File: src/rtl/pipe_ctrl_unit_if.sv
// Bus between the pipeline control unit and its datapath: ID-stage inputs
// and the staged EX/MEM/WB controls, hazard stall and status outputs.
interface pipe_ctrl_unit_if #(
    parameter int ALUOP_W = 3,
    parameter int REG_AW  = 5,
    parameter int CNT_W   = 16
);
    logic [5:0]         instr_op_i;
    logic [REG_AW-1:0]  id_rs_i;
    logic [REG_AW-1:0]  id_rt_i;
    logic               flush_i;
    logic               ex_regdst_o;
    logic               ex_alusrc_o;
    logic [ALUOP_W-1:0] ex_aluop_o;
    logic               ex_branch_o;
    logic               ex_jump_o;
    logic               mem_memread_o;
    logic               mem_memwrite_o;
    logic               wb_regwrite_o;
    logic               wb_memtoreg_o;
    logic               stall_o;
    logic               illegal_o;
    logic [CNT_W-1:0]   stall_cnt_o;

    modport master (
        output instr_op_i, id_rs_i, id_rt_i, flush_i,
        input  ex_regdst_o, ex_alusrc_o, ex_aluop_o, ex_branch_o, ex_jump_o,
               mem_memread_o, mem_memwrite_o, wb_regwrite_o, wb_memtoreg_o,
               stall_o, illegal_o, stall_cnt_o
    );

    modport slave (
        input  instr_op_i, id_rs_i, id_rt_i, flush_i,
        output ex_regdst_o, ex_alusrc_o, ex_aluop_o, ex_branch_o, ex_jump_o,
               mem_memread_o, mem_memwrite_o, wb_regwrite_o, wb_memtoreg_o,
               stall_o, illegal_o, stall_cnt_o
    );
endinterface

File: src/rtl/pipe_ctrl_unit.sv
// Pipelined main-control decoder: ID-stage opcode decode, EX/MEM/WB control
// registers, load-use stall detection, sticky illegal flag and stall counter.
module pipe_ctrl_unit #(
    parameter int ALUOP_W   = 3,
    parameter int REG_AW    = 5,
    parameter int HAZARD_EN = 1,
    parameter int CNT_W     = 16
) (
    input logic              clk_i,
    input logic              rst_i,
    pipe_ctrl_unit_if.slave  bus
);
    typedef enum logic [5:0] {
        OP_RTYPE = 6'd0,  OP_BGEZ = 6'd1,  OP_J    = 6'd2,  OP_BEQ  = 6'd4,
        OP_BNE   = 6'd5,  OP_BGT  = 6'd7,  OP_ADDI = 6'd8,  OP_SLTI = 6'd10,
        OP_ORI   = 6'd13, OP_LUI  = 6'd15, OP_NOP  = 6'd32, OP_LW   = 6'd35,
        OP_SW    = 6'd43
    } opcode_e;

    typedef struct packed {
        logic               regDst;
        logic               aluSrc;
        logic [ALUOP_W-1:0] aluOp;
        logic               branch;
        logic               jump;
        logic               memRead;
        logic               memWrite;
        logic               regWrite;
        logic               memToReg;
    } ctrl_t;

    ctrl_t             dec, exC;
    logic              legal, loadUse, stall, kill;
    logic [REG_AW-1:0] exRt;
    logic              memRead, memWrite, memRegWrite, memMemToReg;
    logic              wbRegWrite, wbMemToReg;
    logic              illegal;
    logic [CNT_W-1:0]  stallCnt;

    always_comb begin
        dec   = '0;
        legal = 1'b1;
        case (bus.instr_op_i)
            OP_RTYPE: begin dec.aluOp = ALUOP_W'(2); dec.regWrite = 1'b1; dec.regDst = 1'b1; end
            OP_ADDI:  begin dec.aluOp = ALUOP_W'(0); dec.regWrite = 1'b1; dec.aluSrc = 1'b1; end
            OP_SLTI:  begin dec.aluOp = ALUOP_W'(2); dec.regWrite = 1'b1; dec.aluSrc = 1'b1; end
            OP_ORI:   begin dec.aluOp = ALUOP_W'(4); dec.regWrite = 1'b1; dec.aluSrc = 1'b1; end
            OP_LUI:   begin dec.aluOp = ALUOP_W'(3); dec.regWrite = 1'b1; dec.aluSrc = 1'b1; end
            OP_LW: begin
                dec.aluOp    = ALUOP_W'(0);
                dec.regWrite = 1'b1;
                dec.aluSrc   = 1'b1;
                dec.memRead  = 1'b1;
                dec.memToReg = 1'b1;
            end
            OP_SW:    begin dec.aluOp = ALUOP_W'(0); dec.aluSrc = 1'b1; dec.memWrite = 1'b1; end
            OP_BEQ:   begin dec.aluOp = ALUOP_W'(1); dec.branch = 1'b1; end
            OP_BNE:   begin dec.aluOp = ALUOP_W'(5); dec.branch = 1'b1; end
            OP_BGT:   begin dec.aluOp = ALUOP_W'(6); dec.branch = 1'b1; end
            OP_BGEZ:  begin dec.aluOp = ALUOP_W'(7); dec.branch = 1'b1; end
            OP_J:     dec.jump = 1'b1;
            OP_NOP:   dec = '0;
            default:  legal = 1'b0;
        endcase
    end

    // A load in EX whose destination feeds the ID instruction must slip one cycle;
    // a flush kills the ID instruction anyway, so it overrides the stall.
    always_comb begin
        loadUse = (HAZARD_EN != 0) && exC.memRead && (exRt != '0) &&
                  ((exRt == bus.id_rs_i) || (exRt == bus.id_rt_i));
        stall   = loadUse && !bus.flush_i;
        kill    = bus.flush_i || stall;
    end

    always_ff @(posedge clk_i or posedge rst_i) begin
        if (rst_i) begin
            exC         <= '0;
            exRt        <= '0;
            memRead     <= 1'b0;
            memWrite    <= 1'b0;
            memRegWrite <= 1'b0;
            memMemToReg <= 1'b0;
            wbRegWrite  <= 1'b0;
            wbMemToReg  <= 1'b0;
            illegal     <= 1'b0;
            stallCnt    <= '0;
        end else begin
            exC         <= kill ? '0 : dec;
            exRt        <= bus.id_rt_i;
            memRead     <= exC.memRead;
            memWrite    <= exC.memWrite;
            memRegWrite <= exC.regWrite;
            memMemToReg <= exC.memToReg;
            wbRegWrite  <= memRegWrite;
            wbMemToReg  <= memMemToReg;
            if (!legal && !kill)
                illegal <= 1'b1;
            if (stall && (stallCnt != '1))
                stallCnt <= stallCnt + 1'b1;
        end
    end

    assign bus.ex_regdst_o    = exC.regDst;
    assign bus.ex_alusrc_o    = exC.aluSrc;
    assign bus.ex_aluop_o     = exC.aluOp;
    assign bus.ex_branch_o    = exC.branch;
    assign bus.ex_jump_o      = exC.jump;
    assign bus.mem_memread_o  = memRead;
    assign bus.mem_memwrite_o = memWrite;
    assign bus.wb_regwrite_o  = wbRegWrite;
    assign bus.wb_memtoreg_o  = wbMemToReg;
    assign bus.stall_o        = stall;
    assign bus.illegal_o      = illegal;
    assign bus.stall_cnt_o    = stallCnt;
endmodule

File: src/flat_wrapper.sv
// flat-port wrapper written by rule: the top's interface ports become plain ports
module pipe_ctrl_unit_flat 
#(
    parameter int ALUOP_W   = 3,
    parameter int REG_AW    = 5,
    parameter int HAZARD_EN = 1,
    parameter int CNT_W     = 16
)
  (clk_i, rst_i, bus_instr_op_i, bus_id_rs_i, bus_id_rt_i, bus_flush_i, bus_ex_regdst_o, bus_ex_alusrc_o, bus_ex_aluop_o, bus_ex_branch_o, bus_ex_jump_o, bus_mem_memread_o, bus_mem_memwrite_o, bus_wb_regwrite_o, bus_wb_memtoreg_o, bus_stall_o, bus_illegal_o, bus_stall_cnt_o);
  pipe_ctrl_unit_if #(.ALUOP_W(ALUOP_W), .REG_AW(REG_AW), .CNT_W(CNT_W)) bus_i ();
  input logic clk_i;
  input logic rst_i;
  input wire logic [$bits(bus_i.instr_op_i)-1:0] bus_instr_op_i;
  input wire logic [$bits(bus_i.id_rs_i)-1:0] bus_id_rs_i;
  input wire logic [$bits(bus_i.id_rt_i)-1:0] bus_id_rt_i;
  input wire logic [$bits(bus_i.flush_i)-1:0] bus_flush_i;
  output wire logic [$bits(bus_i.ex_regdst_o)-1:0] bus_ex_regdst_o;
  output wire logic [$bits(bus_i.ex_alusrc_o)-1:0] bus_ex_alusrc_o;
  output wire logic [$bits(bus_i.ex_aluop_o)-1:0] bus_ex_aluop_o;
  output wire logic [$bits(bus_i.ex_branch_o)-1:0] bus_ex_branch_o;
  output wire logic [$bits(bus_i.ex_jump_o)-1:0] bus_ex_jump_o;
  output wire logic [$bits(bus_i.mem_memread_o)-1:0] bus_mem_memread_o;
  output wire logic [$bits(bus_i.mem_memwrite_o)-1:0] bus_mem_memwrite_o;
  output wire logic [$bits(bus_i.wb_regwrite_o)-1:0] bus_wb_regwrite_o;
  output wire logic [$bits(bus_i.wb_memtoreg_o)-1:0] bus_wb_memtoreg_o;
  output wire logic [$bits(bus_i.stall_o)-1:0] bus_stall_o;
  output wire logic [$bits(bus_i.illegal_o)-1:0] bus_illegal_o;
  output wire logic [$bits(bus_i.stall_cnt_o)-1:0] bus_stall_cnt_o;
  assign bus_i.instr_op_i = bus_instr_op_i;
  assign bus_i.id_rs_i = bus_id_rs_i;
  assign bus_i.id_rt_i = bus_id_rt_i;
  assign bus_i.flush_i = bus_flush_i;
  assign bus_ex_regdst_o = bus_i.ex_regdst_o;
  assign bus_ex_alusrc_o = bus_i.ex_alusrc_o;
  assign bus_ex_aluop_o = bus_i.ex_aluop_o;
  assign bus_ex_branch_o = bus_i.ex_branch_o;
  assign bus_ex_jump_o = bus_i.ex_jump_o;
  assign bus_mem_memread_o = bus_i.mem_memread_o;
  assign bus_mem_memwrite_o = bus_i.mem_memwrite_o;
  assign bus_wb_regwrite_o = bus_i.wb_regwrite_o;
  assign bus_wb_memtoreg_o = bus_i.wb_memtoreg_o;
  assign bus_stall_o = bus_i.stall_o;
  assign bus_illegal_o = bus_i.illegal_o;
  assign bus_stall_cnt_o = bus_i.stall_cnt_o;
  pipe_ctrl_unit #(.ALUOP_W(ALUOP_W), .REG_AW(REG_AW), .HAZARD_EN(HAZARD_EN), .CNT_W(CNT_W)) u_core (.clk_i(clk_i), .rst_i(rst_i), .bus(bus_i));
endmodule
File: config.mk
export PLATFORM = sky130hd
export DESIGN_NAME = pipe_ctrl_unit_flat
export DESIGN_NICKNAME = d
export VERILOG_FILES = /design/src/rtl/pipe_ctrl_unit_if.sv /design/src/rtl/pipe_ctrl_unit.sv /design/src/flat_wrapper.sv
export SDC_FILE = /design/constraint.sdc
export NUM_CORES = 1
export LEC_CHECK = 0
export BUFFER_PORTS_ARGS = -buffer_cell sky130_fd_sc_hd__buf_2
export CELL_PAD_IN_SITES_DETAIL_PLACEMENT = 0
export CELL_PAD_IN_SITES_GLOBAL_PLACEMENT = 2
export CORE_ASPECT_RATIO = 0.8
export CORE_MARGIN = 2
export CORE_UTILIZATION = 25
export DETAILED_ROUTE_END_ITERATION = 16
export PLACE_DENSITY = 0.74
export RECOVER_POWER = 50
export SLEW_MARGIN = 5
export SYNTH_ARGS = -nofsm -noshare
export SYNTH_HDL_FRONTEND = slang
export SYNTH_SLANG_ARGS = --single-unit
File: constraint.sdc
create_clock -name clk_i -period 2.8 [get_ports clk_i]
set_clock_uncertainty 0.15 [all_clocks]
set_input_delay 0.56 -clock clk_i [delete_from_list [all_inputs] [get_ports clk_i]]
set_output_delay 0.56 -clock clk_i [all_outputs]
set_load 0.005 [all_outputs]
==> flow_summary_export.csv, run 1 <==
group,metric,value,unit
power,clock_power_share,43.1,%
worst_setup_path,cp_top_family,"simple AND/OR/NAND/NOR gates",
place,dp_hpwl,2690,um
yosys,synth_top_area_share,53.5,%
yosys,yosysSeqAreaShare,53.5,%
yosys,yosys.area.top_type,"dfrtp_1",
worst_setup_path,cp_max_fo,4,
sta,slew_violations,0,
final_layout,finalNetCount,228,
yosys,synth_warnings,0,
final_layout,diodes,0,
outcome,outcome,"complete, no violations",
power,power_density,511,nW/um^2
grt,grt_remaining_overflow,0,
sta,hold_violations,0,
yosys,synth_edf_count,0,
place,gp_routability_congestion,0.702,
yosys,synth_ff_type,"dfrtp_1",
clock_tree,tritoncts,"built",
clock_tree,postCtsResizedCells,0,
worst_setup_path,setup.worst_path.start_class,"register",
place,dp_slack,450,ps
floorplanning,rows,27,
clock_tree,htree_levels,2,
power,seqPwrFrac,49.7,%
clock_tree,clkTransAtPathRegs,70,ps
grt,grt_start_max_net_pins,38,
job,maxCapViolCount,0,
detailed_routing,post_drt_via_cell_ratio,4.40,
grt,antenna_found_initial,0,
floorplanning,initial_core_util,25.5,%
sta,worst_slew_pin_slew,916,ps
worst_setup_path,slowest_stage,"or4_4",
sta,slew_headroom,38.9,%
detailed_routing,routed_wl,3690,um
grt,grt_pass1_wl,6430,um
floorplanning,die_w,97.1,um
detailed_routing,ant_nets,0,
worst_setup_path,slowest_delay,560,ps
detailed_routing,drt_iter0_drc,36,
floorplanning,num_io_pins,48,
worst_setup_path,crit_type,"register to output port",
worst_setup_path,worst-path-buf-inv,1,
clock_tree,clock-sinks,37,
yosys,syn_inst,160,
grt,use_met3,4.19,%
yosys,ys_types,36,
worst_hold_path,hp-class,"register to register",
clock_tree,cts_buffer_depth,2,
grt,grt_pass1_vias,1307,
floorplanning,die_h,78.4,um
clock_tree,post_cts_buffers,0,
yosys,syn_nets,180,
yosys,syn_area,1730,um^2
clock_tree,cts-root-buf,"clkbuf_8",
worst_setup_path,cp_data_required_time,2090,ps
floorplanning,core,6790,um^2
place,io_buffers,47,
final_layout,fin_cells,296,
grt,grtUsageMet2,15.3,%
detailed_routing,drc,0,
worst_setup_path,crit_path_end_kind,"output port",
yosys,synth.area.top_cells,"dfrtp_1 53%, xnor2_1 6.6%, xor2_1 5.6%",
power,p_comb_share,7.2,%
sta,finalWorstSetupSlack,418,ps
floorplanning,die_area,7610,um^2
sta,fin_crit_sh,85.1,%
sta,timing.setup.tns,0,ps
grt,grt_usage,10.5,%
sta,fmax,420,MHz
power,internal_power,0.000860,W
place,placed_cells,288,
final_layout,final_layout_size_suffix_gt1_share,29.2,%
detailed_routing,wl_per_cell,12.5,um
yosys,synthArstFlopShare,100,%
yosys,syn_area_per_cell,10.8,um^2
clock_tree,clk_latency,280,ps
yosys,ys_seq_elements,37,
grt,busiest_layer,"met2",
sta,finalSetupViolations,0,
clock_tree,numCtsBuffers,5,
clock_tree,ctsHoldBuffers,0,
worst_setup_path,crit_chain,"or4_4, o21ai_4, nor3_1, buf_2",
worst_setup_path,worstPathArrival,1670,ps
final_layout,area.growth.synth_to_final,24.7,%
power,peakVddDrop,217,uV
power,p_leak,1.05,nW
detailed_routing,vias,1303,
worst_setup_path,reg2reg_slack,570,ps
power,p_switching,0.000243,W
detailed_routing,drtPass1Iterations,4,
sta,rsz0062_at_grt,"no",
sta,layout_min_cycle_time,2380,ps
power,swShare,22.0,%
grt,grt_use_met1,14.2,%
==> flip-flops by register name (all words and copies together), names as in the netlist, 3 cells and up <==
register,flops
u_core.bus.ex_aluop_o,3
u_core.bus.stall_cnt_o,16
u_core.exC,3
u_core.exRt,5
==> logic make-up (layout without fill, tap and decap cells) <==
group | count (synthesis) | after routing | share of synthesized area [%]
muxes | 1 | 1 | 0.650
AOI/OAI and AO/OA | 20 | 20 | 8.31
buffers and inverters | 14 | 63 | 3.76
and+or+nand+nor | 63 | 63 | 21.0
adders and majority gates | 1 | 1 | 0.722
DFF | 37 | 37 | 53.5
xor gates and xnor gates | 24 | 24 | 12.1
==> metal layers <==
layer	wire length, um	part of all wire [%]
met1	1790	48
met2	1600	43
met3	293	7.9
met4	16	0.43
met5	0	0
==> power groups by stage <==
stage | sequential [W] | combinational (W) | clock (W)
after global placement | 0.000559 | 0.0000829 | 0
after floorplan | 0.000558 | 0.0000515 | 0
after global routing | 0.000549 | 0.0000913 | 0.000525
after detailed placement | 0.000559 | 0.0000830 | 0
after CTS | 0.000548 | 0.0000835 | 0.000493
final | 0.000548 | 0.0000797 | 0.000475
==> through the flow <==
| stage | utilization [%] | area [um^2] | hold WS, ps | power (W) |
|---|---|---|---|---|
| floorplan | - | 1730 | 181 | 0.000609 |
| global placement | 30.2 | 2050 | 184 | 0.000642 |
| detailed placement | 30.2 | 2050 | 190 | 0.000642 |
| CTS | 31.9 | 2170 | 206 | 0.00113 |
| global route | 31.8 | 2160 | 208 | 0.00117 |
| finish | 31.8 | 2160 | 202 | 0.00110 |
==> area by class of cell <==
cell class / count / area (um^2)
Multi-Input combinational cell: 109 / 741
Fill cell: 715 / 4630
Inverter: 6 / 22.5
Tap cell: 87 / 109
Clock inverter: 2 / 37.5
Sequential cell: 37 / 926
Timing Repair Buffer: 49 / 241
Clock buffer: 6 / 82.6
==> cell usage after synthesis, types with 2 or more instances <==
master and number:
dfrtp_1 37, xnor2_1 13, nor2_1 12, xor2_1 11, nand2_1 10, nand3_1 9
and3_1 8, a21oi_1 6, inv_1 6, o21ai_0 5, clkbuf_1 4, nand4_1 4
buf_4 3, nor3_1 3, nor4_1 3, a211oi_1 2, nand3b_1 2, nor2b_1 2
or3_1 2, or4_4 2
==> path summary, 6_finish.rpt <==
| check | from | to | cells past startpoint |
|---|---|---|---|
| min in group asynchronous | rst_i | u_core.exRt[2] | 3 |
| max in group asynchronous | rst_i | u_core.bus.stall_cnt_o[15] | 3 |
| min | u_core.exC[2] | u_core.bus.mem_memwrite_o | 0 |
| max reg2reg | u_core.exRt[0] | u_core.bus.ex_branch_o | 5 |
| min reg2reg | u_core.exC[2] | u_core.bus.mem_memwrite_o | 0 |
| max | u_core.exRt[0] | bus_stall_o | 4 |
==> cell usage in the layout, fill, tap and decap left out, drive strengths merged <==
| master | instances |
|---|---|
| a31oi | 1 |
| xnor2 | 13 |
| nand2 | 10 |
| and3 | 8 |
| nand3 | 9 |
| nor3 | 4 |
| or4 | 3 |
| nand3b | 2 |
| xor2 | 11 |
| a21oi | 6 |
| dfrtp | 37 |
| nor2b | 2 |
| nand4 | 4 |
| a211oi | 2 |
| mux2 | 1 |
| or3 | 2 |
| clkinvlp | 1 |
| bufinv | 1 |
| buf | 43 |
| a22oi | 1 |
| and2 | 1 |
| nor2 | 13 |
| o21a | 1 |
| a221oi | 1 |
| nor4 | 5 |
| ha | 1 |
| o31ai | 1 |
| a41oi | 1 |
| inv | 6 |
| o21ai | 6 |
| clkbuf | 12 |
(Power assumes the default switching activity.)
==> run 2, diff against run 1 <==
--- a/config.mk
+++ b/config.mk
@@ -10,9 +10,9 @@
 export CELL_PAD_IN_SITES_GLOBAL_PLACEMENT = 2
 export CORE_ASPECT_RATIO = 0.8
 export CORE_MARGIN = 2
-export CORE_UTILIZATION = 25
+export CORE_UTILIZATION = 32
 export DETAILED_ROUTE_END_ITERATION = 16
-export PLACE_DENSITY = 0.74
+export PLACE_DENSITY = 0.88
 export RECOVER_POWER = 50
 export SLEW_MARGIN = 5
 export SYNTH_ARGS = -nofsm -noshare
==> constraint.sdc (replaced) <==
create_clock -name clk_i -period 2.8 [get_ports clk_i]
set_clock_uncertainty 0.15 [all_clocks]
set_input_delay 0.56 -clock clk_i [delete_from_list [all_inputs] [get_ports clk_i]]
set_output_delay 0.56 -clock clk_i [all_outputs]
set_load 0.1 [all_outputs]
==> flow_summary_export.csv, run 2 (synthesis gave the netlist of run 1 again) <==
group,metric,value,unit
outcome,outcome,"complete, no violations",
final_layout,fin_cells,271,
grt,grt_start_max_net_pins,38,
worst_setup_path,setup.worst_path.start_class,"register",
sta,layout_min_cycle_time,2440,ps
detailed_routing,drc,0,
clock_tree,clock-sinks,37,
sta,finalSetupViolations,0,
clock_tree,post_cts_buffers,0,
floorplanning,die_area,6020,um^2
worst_setup_path,cp_data_required_time,2090,ps
final_layout,largest_register_ffs,16,
worst_setup_path,cp_max_fo,4,
grt,grt_pass1_wl,6190,um
power,power_density,525,nW/um^2
power,power,0.00113,W
grt,grt_remaining_overflow,0,
worst_hold_path,hp-class,"register to register",
detailed_routing,drtPass1Iterations,4,
clock_tree,tritoncts,"built",
final_layout,fill_cells,509,
clock_tree,cts_buffer_depth,2,
worst_setup_path,reg2reg_depth,5,
place,placed_cells,263,
clock_tree,cts-root-buf,"clkbuf_8",
grt,grt_usage,13.2,%
floorplanning,initial_core_util,33.8,%
sta,rsz0062_at_grt,"no",
sta,timing.setup.tns,0,ps
clock_tree,htree_levels,2,
floorplanning,die_w,86.2,um
final_layout,finalNetCount,228,
sta,worst_slew_pin_slew,1170,ps
detailed_routing,ant_nets,0,
place,dp_hpwl,2530,um
final_layout,utilization,42.0,%
clock_tree,postCtsResizedCells,0,
power,p_leak,1.05,nW
detailed_routing,routed_wl,3540,um
place,io_buffers,47,
detailed_routing,wl_per_cell,13.1,um
grt,grt_pass1_vias,1301,
worst_setup_path,reg2reg_slack,540,ps
final_layout,diodes,0,
floorplanning,core,5120,um^2
floorplanning,num_io_pins,48,
detailed_routing,drt_iter0_drc,80,
detailed_routing,post_drt_via_cell_ratio,4.82,
final_layout,final_cell_mix,"38 x buf_2, 37 x dfrtp_1, 13 x xnor2_1",
sta,slew_headroom,22.3,%
job,maxCapViolCount,0,
final_layout,final_layout_size_suffix_gt1_share,28.2,%
place,gp_routability_congestion,0.728,
sta,fmax,410,MHz
final_layout,multi_input_area,752,um^2
final_layout,regArea,926,um^2
clock_tree,clk_latency,290,ps
sta,slew_violations,0,
floorplanning,rows,23,
worst_setup_path,crit_path_end_kind,"output port",
final_layout,area.growth.synth_to_final,24.2,%
clock_tree,ctsHoldBuffers,0,
final_layout,final_common_cell,"buf_2",
power,peakVddDrop,215,uV
clock_tree,numCtsBuffers,5,
grt,antenna_found_initial,0,
worst_setup_path,crit_type,"register to output port",
clock_tree,clkTransAtPathRegs,70,ps
worst_setup_path,worstPathArrival,1730,ps
floorplanning,die_h,69.8,um
worst_hold_path,hold_depth,0,
sta,fin_crit_sh,87.0,%
detailed_routing,vias,1305,
sta,hold_violations,0,
run 2: cell count changes in the layout (fill, tap and decap cells not counted):
cell	delta
buf_12	+1
nor3_4	+1
nor3_1	-1
clkbuf_1	+3
buf_2	-4
run 2: worst paths after layout:
check / end / from
min in group asynchronous: u_core.bus.wb_memtoreg_o / rst_i
setup reg to reg: u_core.bus.ex_branch_o / u_core.exRt[0]
setup / recovery: bus_stall_o / u_core.exRt[3]
max in group asynchronous: u_core.bus.stall_cnt_o[14] / rst_i
hold reg to reg: u_core.bus.wb_regwrite_o / u_core.memRegWrite
hold / removal: u_core.bus.wb_regwrite_o / u_core.memRegWrite
run 2: critical path, cell delays in order, from the launching register on:
cell and delay [ps]:
dfrtp_1 420, xor2_1 180, nor3_1 230, a22oi_2 170
nor3_4 240, buf_12 200
run 2: final cells by class:
| type | instances | share of cell area [%] |
|---|---|---|
| clock inverters | 2 | 1.75 |
| repair buffers | 49 | 11.8 |
| flip-flops and latches | 37 | 43.0 |
| well taps | 62 | 3.61 |
| clock buffers | 6 | 3.84 |
| inverters | 6 | 1.05 |
| multi-input cells | 109 | 35.0 |
run 2: metal layers:
layer | vias up | wire (um) | track usage [%]
met4 | 0 | 54 | 4.69
met5 | - | 0 | 0
met2 | 36 | 1460 | 18.5
li1 | 652 | - | -
met1 | 610 | 1780 | 18.9
met3 | 7 | 239 | 4.29
run 2: report_power, final:
| part | total, W | internal [W] | switching, W |
|---|---|---|---|
| combinational | 0.000105 | 0.0000290 | 0.0000760 |
| clock | 0.000476 | 0.000289 | 0.000187 |
| sequential | 0.000548 | 0.000542 | 0.00000664 |
| total | 0.00113 | 0.000860 | 0.000270 |
run 2: stage by stage:
| stage | worst slack [ps] | hold WS (ps) | area (um^2) |
|---|---|---|---|
| after floorplan | 158 | 181 | 1740 |
| after global placement | 425 | 184 | 2040 |
| after detailed placement | 413 | 185 | 2040 |
| after CTS | 320 | 202 | 2160 |
| after global routing | 189 | 219 | 2150 |
| final | 363 | 200 | 2150 |
==> run 3, diff against run 2 <==
--- a/config.mk
+++ b/config.mk
@@ -12,7 +12,7 @@
 export CORE_MARGIN = 2
 export CORE_UTILIZATION = 32
 export DETAILED_ROUTE_END_ITERATION = 16
-export PLACE_DENSITY = 0.88
+export PLACE_DENSITY_LB_ADDON = 0.1
 export RECOVER_POWER = 50
 export SLEW_MARGIN = 5
 export SYNTH_ARGS = -nofsm -noshare
==> flow_summary_export.csv, run 3 (synthesis gave the netlist of run 1 again) <==
group,metric,value,unit
outcome,outcome,"complete, no violations",
place,io_buffers,47,
place,placed_cells,263,
sta,worst_slew_pin_slew,1180,ps
sta,finalSetupViolations,0,
sta,hold_violations,0,
worst_setup_path,cp_top_family,"simple AND/OR/NAND/NOR gates",
worst_setup_path,cp_data_required_time,2090,ps
worst_setup_path,worst-path-buf-inv,1,
clock_tree,postCtsResizedCells,0,
floorplanning,num_io_pins,48,
clock_tree,cts_buffer_depth,2,
worst_setup_path,setup.worst_path.start_class,"register",
floorplanning,core,5120,um^2
detailed_routing,routed_wl,3620,um
final_layout,diodes,0,
sta,slew_violations,0,
final_layout,final_layout_size_suffix_gt1_share,27.3,%
clock_tree,tritoncts,"built",
sta,fmax,409,MHz
sta,fin_crit_sh,87.3,%
final_layout,multi_input_area,752,um^2
clock_tree,numCtsBuffers,5,
grt,grt_start_max_net_pins,38,
clock_tree,clock-sinks,37,
job,maxCapViolCount,0,
final_layout,largest_register_ffs,16,
sta,timing.setup.tns,0,ps
worst_setup_path,crit_chain,"or4_4, o21ai_4, nor3_4, buf_12",
floorplanning,die_w,86.2,um
final_layout,finalNetCount,228,
clock_tree,cts-root-buf,"clkbuf_8",
worst_setup_path,cp_max_fo,4,
detailed_routing,drc,0,
grt,antenna_found_initial,0,
detailed_routing,drt_iter0_drc,31,
power,power_density,477,nW/um^2
sta,finalWorstSetupSlack,356,ps
sta,rsz0062_at_grt,"no",
power,p_leak,1.03,nW
grt,grt_usage,13.0,%
floorplanning,die_area,6020,um^2
detailed_routing,post_drt_via_cell_ratio,4.82,
place,gp_routability_congestion,0.769,
final_layout,area.growth.synth_to_final,22.0,%
detailed_routing,vias,1306,
final_layout,utilization,41.2,%
place,dp_hpwl,2570,um
place,dp_slack,440,ps
grt,grt_pass1_wl,6330,um
final_layout,fill_cells,518,
final_layout,regArea,926,um^2
clock_tree,clk_latency,280,ps
worst_setup_path,slowest_delay,560,ps
sta,layout_min_cycle_time,2440,ps
detailed_routing,wl_per_cell,13.4,um
worst_setup_path,worstPathArrival,1730,ps
sta,slew_headroom,21.7,%
detailed_routing,ant_nets,0,
power,power,0.00101,W
detailed_routing,drtPass1Iterations,4,
floorplanning,rows,23,
clock_tree,ctsHoldBuffers,0,
worst_setup_path,crit_path_end_kind,"output port",
floorplanning,initial_core_util,33.8,%
clock_tree,htree_levels,2,
worst_setup_path,slowest_stage,"or4_4",
final_layout,final_cell_mix,"37 x buf_2, 37 x dfrtp_1, 13 x xnor2_1",
clock_tree,post_cts_buffers,0,
power,peakVddDrop,150,uV
floorplanning,die_h,69.8,um
clock_tree,clkTransAtPathRegs,70,ps
worst_setup_path,crit_type,"register to output port",
grt,grt_remaining_overflow,0,
worst_hold_path,hp-class,"register to register",
final_layout,fin_cells,271,
grt,grt_pass1_vias,1333,
run 3: cell types whose count changed in the layout (fill, tap and decap cells not counted):
cell,delta
bufinv_16,-1
clkinv_2,+2
clkbuf_1,+2
clkbuf_8,-1
buf_2,-1
clkinvlp_4,-1
run 3: power by group:
part / switching (W) / leakage, nW / internal [W]
Sequential: 0.00000686 / 0.498 / 0.000542
Clock: 0.000181 / 0.0450 / 0.000172
Combinational: 0.0000762 / 0.487 / 0.0000288
run 3: per-stage QoR:
step / instance area [um^2] / hold slack, ps
floorplan: 1740 / 181
global placement: 2040 / 189
detailed placement: 2040 / 188
CTS: 2130 / 209
global route: 2110 / 211
finish: 2110 / 203
run 3: per-layer routing:
layer / track usage [%] / vias up / routed length [um]
met2: 20.9 / 28 / 1680
met1: 17.1 / 626 / 1740
met4: 3.13 / 0 / 17
met5: 0 / - / 0
met3: 4.05 / 2 / 181
li1: - / 650 / -
run 3: area by class of cell:
cell class / count / share of cell area, %
clock inverter: 2 / 0.474
timing repair buffer: 49 / 11.9
sequential: 37 / 43.8
inverter: 6 / 1.07
clock buffer: 6 / 3.44
tap: 62 / 3.67
multi-input combinational: 109 / 35.6
run 3: final timing paths:
kind,from,endpoint,slack (ps),cells after the start
max,u_core.exRt[0],bus_stall_o,360,4
min,u_core.exC[1],u_core.memRegWrite,200,0
max reg2reg,u_core.exRt[0],u_core.bus.ex_jump_o,550,5
min reg2reg,u_core.exC[1],u_core.memRegWrite,200,0
max in group asynchronous,rst_i,u_core.bus.stall_cnt_o[8],1520,3
min in group asynchronous,rst_i,u_core.exRt[1],400,3
